`src/rtl/status_flag_unit_pkg.sv`:
```
// Shared NZCV definitions used by the flag producer and the ID-stage condition checker.
// All 4-bit flag buses are packed {C,N,V,Z}.
package status_flag_unit_pkg;

  typedef logic [3:0] status_t;

  localparam int FLG_C = 3;
  localparam int FLG_N = 2;
  localparam int FLG_V = 1;
  localparam int FLG_Z = 0;

  localparam logic [3:0] COND_EQ = 4'b0000;
  localparam logic [3:0] COND_NE = 4'b0001;
  localparam logic [3:0] COND_CS = 4'b0010;
  localparam logic [3:0] COND_CC = 4'b0011;
  localparam logic [3:0] COND_MI = 4'b0100;
  localparam logic [3:0] COND_PL = 4'b0101;
  localparam logic [3:0] COND_VS = 4'b0110;
  localparam logic [3:0] COND_VC = 4'b0111;
  localparam logic [3:0] COND_HI = 4'b1000;
  localparam logic [3:0] COND_LS = 4'b1001;
  localparam logic [3:0] COND_GE = 4'b1010;
  localparam logic [3:0] COND_LT = 4'b1011;
  localparam logic [3:0] COND_GT = 4'b1100;
  localparam logic [3:0] COND_LE = 4'b1101;
  localparam logic [3:0] COND_AL = 4'b1110;

  function automatic status_t pack_flags(input logic c, input logic n,
                                         input logic v, input logic z);
    status_t s;
    s        = '0;
    s[FLG_C] = c;
    s[FLG_N] = n;
    s[FLG_V] = v;
    s[FLG_Z] = z;
    return s;
  endfunction

endpackage

```
`src/rtl/status_flag_unit_flag_reg.sv`:
```
// 4-bit architectural flag register with async active-high clear and load enable.
module flag_reg
  import status_flag_unit_pkg::*;
(
  input  logic    clk,
  input  logic    rst,
  input  logic    en,
  input  status_t d,
  output status_t q
);

  always_ff @(posedge clk or posedge rst) begin
    if (rst)     q <= '0;
    else if (en) q <= d;
  end

endmodule

```
`src/rtl/status_flag_unit.sv`:
```
// NZCV producer: commits ALU flags for S-bit instructions, and feeds the ID condition
// checker either committed or forwarded flags, or raises a flag hazard when not forwarding.
module status_flag_unit
  import status_flag_unit_pkg::*;
#(
  parameter bit FWD_EN = 1'b1,
  parameter int CNT_W  = 16
) (
  input  logic             clk,
  input  logic             rst,
  input  logic             exe_valid,
  input  logic             exe_s,
  input  status_t          alu_status,
  input  logic             freeze,
  input  logic             flush,
  input  logic             id_valid,
  input  logic [3:0]       id_cond,
  output status_t          status,
  output status_t          id_status,
  output logic             flag_hazard,
  output logic [CNT_W-1:0] upd_cnt
);

  logic pend;
  logic upd;
  logic uses;

  assign pend = exe_valid & exe_s & ~flush;
  assign upd  = pend & ~freeze;
  assign uses = id_valid & (id_cond != COND_AL);

  flag_reg u_flag_reg (
    .clk (clk),
    .rst (rst),
    .en  (upd),
    .d   (alu_status),
    .q   (status)
  );

  always_ff @(posedge clk or posedge rst) begin
    if (rst)      upd_cnt <= '0;
    else if (upd) upd_cnt <= upd_cnt + 1'b1;
  end

  // Combinational outputs are forced quiet while reset is held, even with a live EXE write.
  generate
    if (FWD_EN) begin : g_fwd
      assign id_status   = rst ? '0 : (pend ? alu_status : status);
      assign flag_hazard = 1'b0;
    end else begin : g_stall
      assign id_status   = rst ? '0 : status;
      assign flag_hazard = ~rst & pend & uses;
    end
  endgenerate

endmodule

```
`config.mk`:
```
export PLATFORM = sky130hd
export DESIGN_NAME = status_flag_unit
export DESIGN_NICKNAME = d
export VERILOG_FILES = /design/src/rtl/status_flag_unit_pkg.sv /design/src/rtl/status_flag_unit_flag_reg.sv /design/src/rtl/status_flag_unit.sv
export SDC_FILE = /design/constraint.sdc
export NUM_CORES = 1
export LEC_CHECK = 0
export ABC_AREA = 1
export BUFFER_PORTS_ARGS = -buffer_cell sky130_fd_sc_hd__buf_2
export CAP_MARGIN = 10
export CORE_ASPECT_RATIO = 1.1
export CORE_MARGIN = 1
export CORE_UTILIZATION = 40
export DETAILED_ROUTE_END_ITERATION = 6
export GPL_TIMING_DRIVEN = 0
export PLACE_DENSITY = 0.74
export REMOVE_ABC_BUFFERS = 1
export SYNTH_ARGS = -nofsm -noshare
export SYNTH_HDL_FRONTEND = slang
export SYNTH_SLANG_ARGS = --single-unit
```
`constraint.sdc`:
```
create_clock -name clk -period 1.47 [get_ports clk]
set_input_delay 0.294 -clock clk [delete_from_list [all_inputs] [get_ports clk]]
set_output_delay 0.294 -clock clk [all_outputs]
set_load 0.005 [all_outputs]
```
# --- Word level (Yosys, flattened, before mapping) ---
# Index checks and enable logic that the tools add are counted.
word_totals:
  out_inout_bits: 25
  register_bits: 20
op_classes:
  n_bitwise: 5
  addsub: 1
  muxes: 2
op_table:
  columns: ["operator", "n"]
  rows:
  - ["$add A16 B1 Y16 const B", 1]
  - ["$mux W4", 2]
  - ["$and A1 B1 Y1", 3]
  - ["$not A1 Y1", 2]

# --- Depth between registers and ports, before layout ---
depth:
  depth_word: 4
  ltp_mapped: 8

# --- Hierarchy ---
# A second synthesis with hierarchy kept.
hier_totals:
  cells_unflattened: 145
  area_unflattened_um2: 1137.3
modules_own_cells:
  columns: ["module", "cells_per_inst", "seq_area_each_um2", "area_per_inst_um2", "instances"]
  rows:
  - ["status_flag_unit", 127, 400.4, 984.7, 1]
  - ["flag_reg", 18, 100.1, 152.6, 1]

# --- Least setup slack after synthesis ---
# OpenSTA, ideal clock, no wires.
synth_path:
  kind: "input -> output"
  from: "input port rst"
  to: "output port id_status[3]"
  cell_stages: 3
  slack_ns: 0.070
  arrival_time_ns: 1.106
  required_time_ns: 1.176
  path_buffers: 0
  cell_sequence: "inv_1 > o21ai_0 > a21oi_1"
synth_between:
  elab_chain_len: 1
synth_lines:
  columns: ["item", "line", "rtl"]
  rows:
  - ["start, declared", "status_flag_unit.sv:10", "input logic rst,"]
  - ["$mux W4", "status_flag_unit.sv:48", "assign id_status = rst ? '0 : (pend ? alu_status : status);"]
  - ["end, declared", "status_flag_unit.sv:19", "output status_t id_status,"]
# Every way passes these cells.

# --- Final worst setup path ---
layout_path:
  from: "register u_flag_reg.q[1]"
  to: "output port id_status[1]"
layout_between:
  elab_chain_len: 2
layout_lines:
  columns: ["item", "line", "rtl"]
  rows:
  - ["start, declared", "status_flag_unit_flag_reg.sv:9", "output status_t q"]
  - ["start signal, assigned", "status_flag_unit_flag_reg.sv:13", "if (rst) q <= '0;"]
  - ["start signal, assigned", "status_flag_unit_flag_reg.sv:14", "else if (en) q <= d;"]
  - ["$mux W4 (2 in series)", "status_flag_unit.sv:48", null]
# Every way passes these cells.

==> run summary <==
========================================================================================
Number of port buffers                                                                33
CP Class                                                                         reg2out
I/O pin cnt                                                                           40
Post-route fraction of the period consumed by the critical path                   93.41%
Buffering stage count on the worst path with inverters included                        1
Width of the chip                                                               51.94 um
Largest incremental delay on the critical path                                    420 ps
Hold Fails Final Rpt                                                                   0
Area enclosed by the die boundary                                              2957 um^2
Startpoint types                                                                    flop
CTS root buffer                                                                 clkbuf_4
Maximum VDD drop                                                             0.0006280 V
Required time at the endpoint of the critical path                               1180 ps
Worst-path clk slew                                                               120 ps
Clock skew after layout                                                         3.469 ps
Cell area after layout                                                         1353 um^2
Number of antenna cells inserted                                                       0
Family with the most delay on the worst path                                  flip-flops
Power per unit of standard cell area                                        1025 nW/um^2
Floorplan core area                                                            2544 um^2
Synthesis-stage register bit count                                                    20
Type of element capturing the critical path                                 primary output
Routing usage on met1                                                             20.93%
Most congested layer reported by global routing                                     met2
Detail Placement HPWL                                                           1.659 mm
Netlist area before placement                                                  1097 um^2
Number of DRC violations after detailed routing                                        0
Yosys top cell area share                                                         45.61%
TritonCTS clock tree                                                                done
Vias after detailed routing                                                         1026
Fraction of layout instances using a drive strength above 1                       26.37%
Most area-consuming cells after synthesis                                   dfrtp_1 (46%), nand2_1 (16%), nor2_1 (7.2%), inv_1 (4.8%), xor2_1 (4.8%)
Global-route track usage on met2                                                  30.04%
Placed Area                                                                    1282 um^2
Initial core utilization                                                          43.14%
Clock Sink Count                                                                      20
Maximum buffer depth of the clock tree                                                 2
Largest area contributor in the synthesized netlist                              dfrtp_1
Total global routing track utilization                                            17.67%
Tightest hold margin                                                            11.77 ps
DRC violation total after the first TritonRoute iteration                             23
Number of global-route vias before repair                                            964
Number of search-and-repair iterations in the first detailed-routing pass              4
Pre-CTS setup slack                                                            -358.0 ps
Class of the worst hold path                                                    in2async
Global-route wire length before repair                                          3.912 mm
RePlAce Congestion                                                                0.7950
Setup-failing EPs final                                                                0
Minimum setup slack in the final design                                         96.91 ps
Leakage power of the design                                                    0.7147 nW
Sum Neg Setup Slack                                                                 0 ps
RSZ-0062 raised after global routing                                               false
Max Cap Violations                                                                     0
Clock Latency Late Sink                                                           310 ps
Wire length per cell after detailed routing                                     10.94 um
Maximum number of pins on one net before global-route repair                          16
Result of the run                                                              completed
Transition at the pin with the smallest max-transition slack                    551.3 ps
Vias per Instance                                                                  4.817
Maximum clock frequency                                                        728.3 MHz
Distinct cell type count of the synthesized netlist                                   21
Share of synthesized area occupied by flip-flops and latches                      45.61%
GRT overflow                                                                           0
Number of cells produced by synthesis                                                143
M3 GR Usage                                                                       2.667%
Worst-path cell chain                                                       o21ai_0 -> nor2_1 -> buf_2
Maximum fanout along the worst path                                                    3
TritonCTS buffer count                                                                 3
Synth-to-Final Area Change                                                        23.26%
Initial antenna violation count                                                        0
H-tree depth                                                                           1
Worst slew margin                                                                 63.05%
Std-Cell Rows                                                                         19
Max-slew violation count                                                               0
Tmin final                                                                       1373 ps
Critical-path top delay cell                                                     dfrtp_1
Die Height                                                                      56.93 um
Warnings from Yosys                                                                    0
Total wire length after detailed routing                                        2.331 mm
Arrival time at the worst endpoint                                               1080 ps
Synthesized area divided by synthesized cell count                            7.673 um^2
Antenna-violating nets left                                                            0
Total number of nets in the final design                                             199
========================================================================================
## where the power goes
part           internal (mW)  switching, mW
combinational          0.168          0.170
clock                  0.151          0.179
sequential             0.627         0.0918
total                  0.946          0.440
## cells in the final DEF (no fill, tap or decap), types with 4 or more instances in the layout
cell type	instances
o21ai_0	5
nand2_1	48
dfrtp_1	20
nor2_1	21
nand3b_1	4
buf_2	33
xor2_1	6
nand3_1	5
inv_1	13
## final timing paths
check / slack, ps / cells past startpoint / endpoint / startpoint
worst min-delay path: 10 / 2 / u_flag_reg.q[2] / rst
worst min register to register: 520 / 2 / u_flag_reg.q[0] / u_flag_reg.q[0]
worst max-delay path: 100 / 3 / id_status[1] / u_flag_reg.q[1]
min in group clk: 190 / 3 / u_flag_reg.q[2] / alu_status[2]
worst max register to register: 110 / 8 / upd_cnt[12] / upd_cnt[1]
max in group asynchronous: 640 / 3 / upd_cnt[7] / rst
## cell families (layout without fill, tap and decap cells)
| family | after synthesis | in the layout | synth area share (%) |
|---|---|---|---|
| simple gates | 88 | 88 | 36.03 |
| compound gates | 8 | 8 | 3.648 |
| other cells | 1 | 1 | 0.3417 |
| buf+inv | 17 | 56 | 6.841 |
| flops | 20 | 20 | 45.61 |
| xor+xnor | 8 | 8 | 6.386 |
| fa+ha+maj | 1 | 1 | 1.140 |
## cell usage after synthesis
cell type,instances
nand2_1,48
nor2_1,21
dfrtp_1,20
inv_1,14
o21ai_0,7
xor2_1,6
nand3_1,5
nand3b_1,4
nor2_4,3
nand4_1,2
nor2_2,2
xnor2_1,2
a21oi_1,1
and2_1,1
buf_4,1
buf_6,1
conb_1,1
ha_1,1
inv_2,1
nand2_4,1
nor3_1,1
## final cells by class
type	count	area (um^2)
Inverter	15	60.06
Tap cell	31	38.79
Fill cell	241	1191
Multi-Input combinational cell	106	521.8
Sequential cell	20	500.5
Timing Repair Buffer	36	190.2
Clock buffer	4	36.28
Timing Repair inverter	1	5.005
## per-layer routing
layer | wire length [um] | part of all wire, %
met3 | 110 | 4.7
met4 | 57 | 2.4
met2 | 1185 | 51
met5 | 0 | 0
met1 | 977 | 42
## state kept, by name, summed over array words and instances (netlist names)
register and cells:
upd_cnt 16, u_flag_reg.q 4
## worst reg2reg max path: cells and delay by family (launching register included)
| family | cells | cell delay (ps) |
|---|---|---|
| buf+inv | 1 | 70 |
| fa+ha+maj | 1 | 190 |
| simple gates | 6 | 590 |
| flops | 1 | 420 |
## stage by stage
step	cells	power [mW]	utilization (%)
floorplan	141	0.8711	-
global placement	205	0.9984	50.42
detailed placement	205	1.007	50.42
CTS	211	1.344	52.58
global route	213	1.470	53.17
finish	213	1.386	53.17
## what timing repair did
| action | in CTS | in global routing |
|---|---|---|
| endpoints found under the setup margin | 4 | 3 |
| resized for setup | 1 | 2 |
| hold buffers | 1 | 0 |
| pin swaps | 0 | 0 |
| buffers inserted | 0 | 2 |
| gates cloned | 1 | 0 |
| endpoints found under the hold margin | 8 | 0 |
Power figures use the tool's default switching activity.
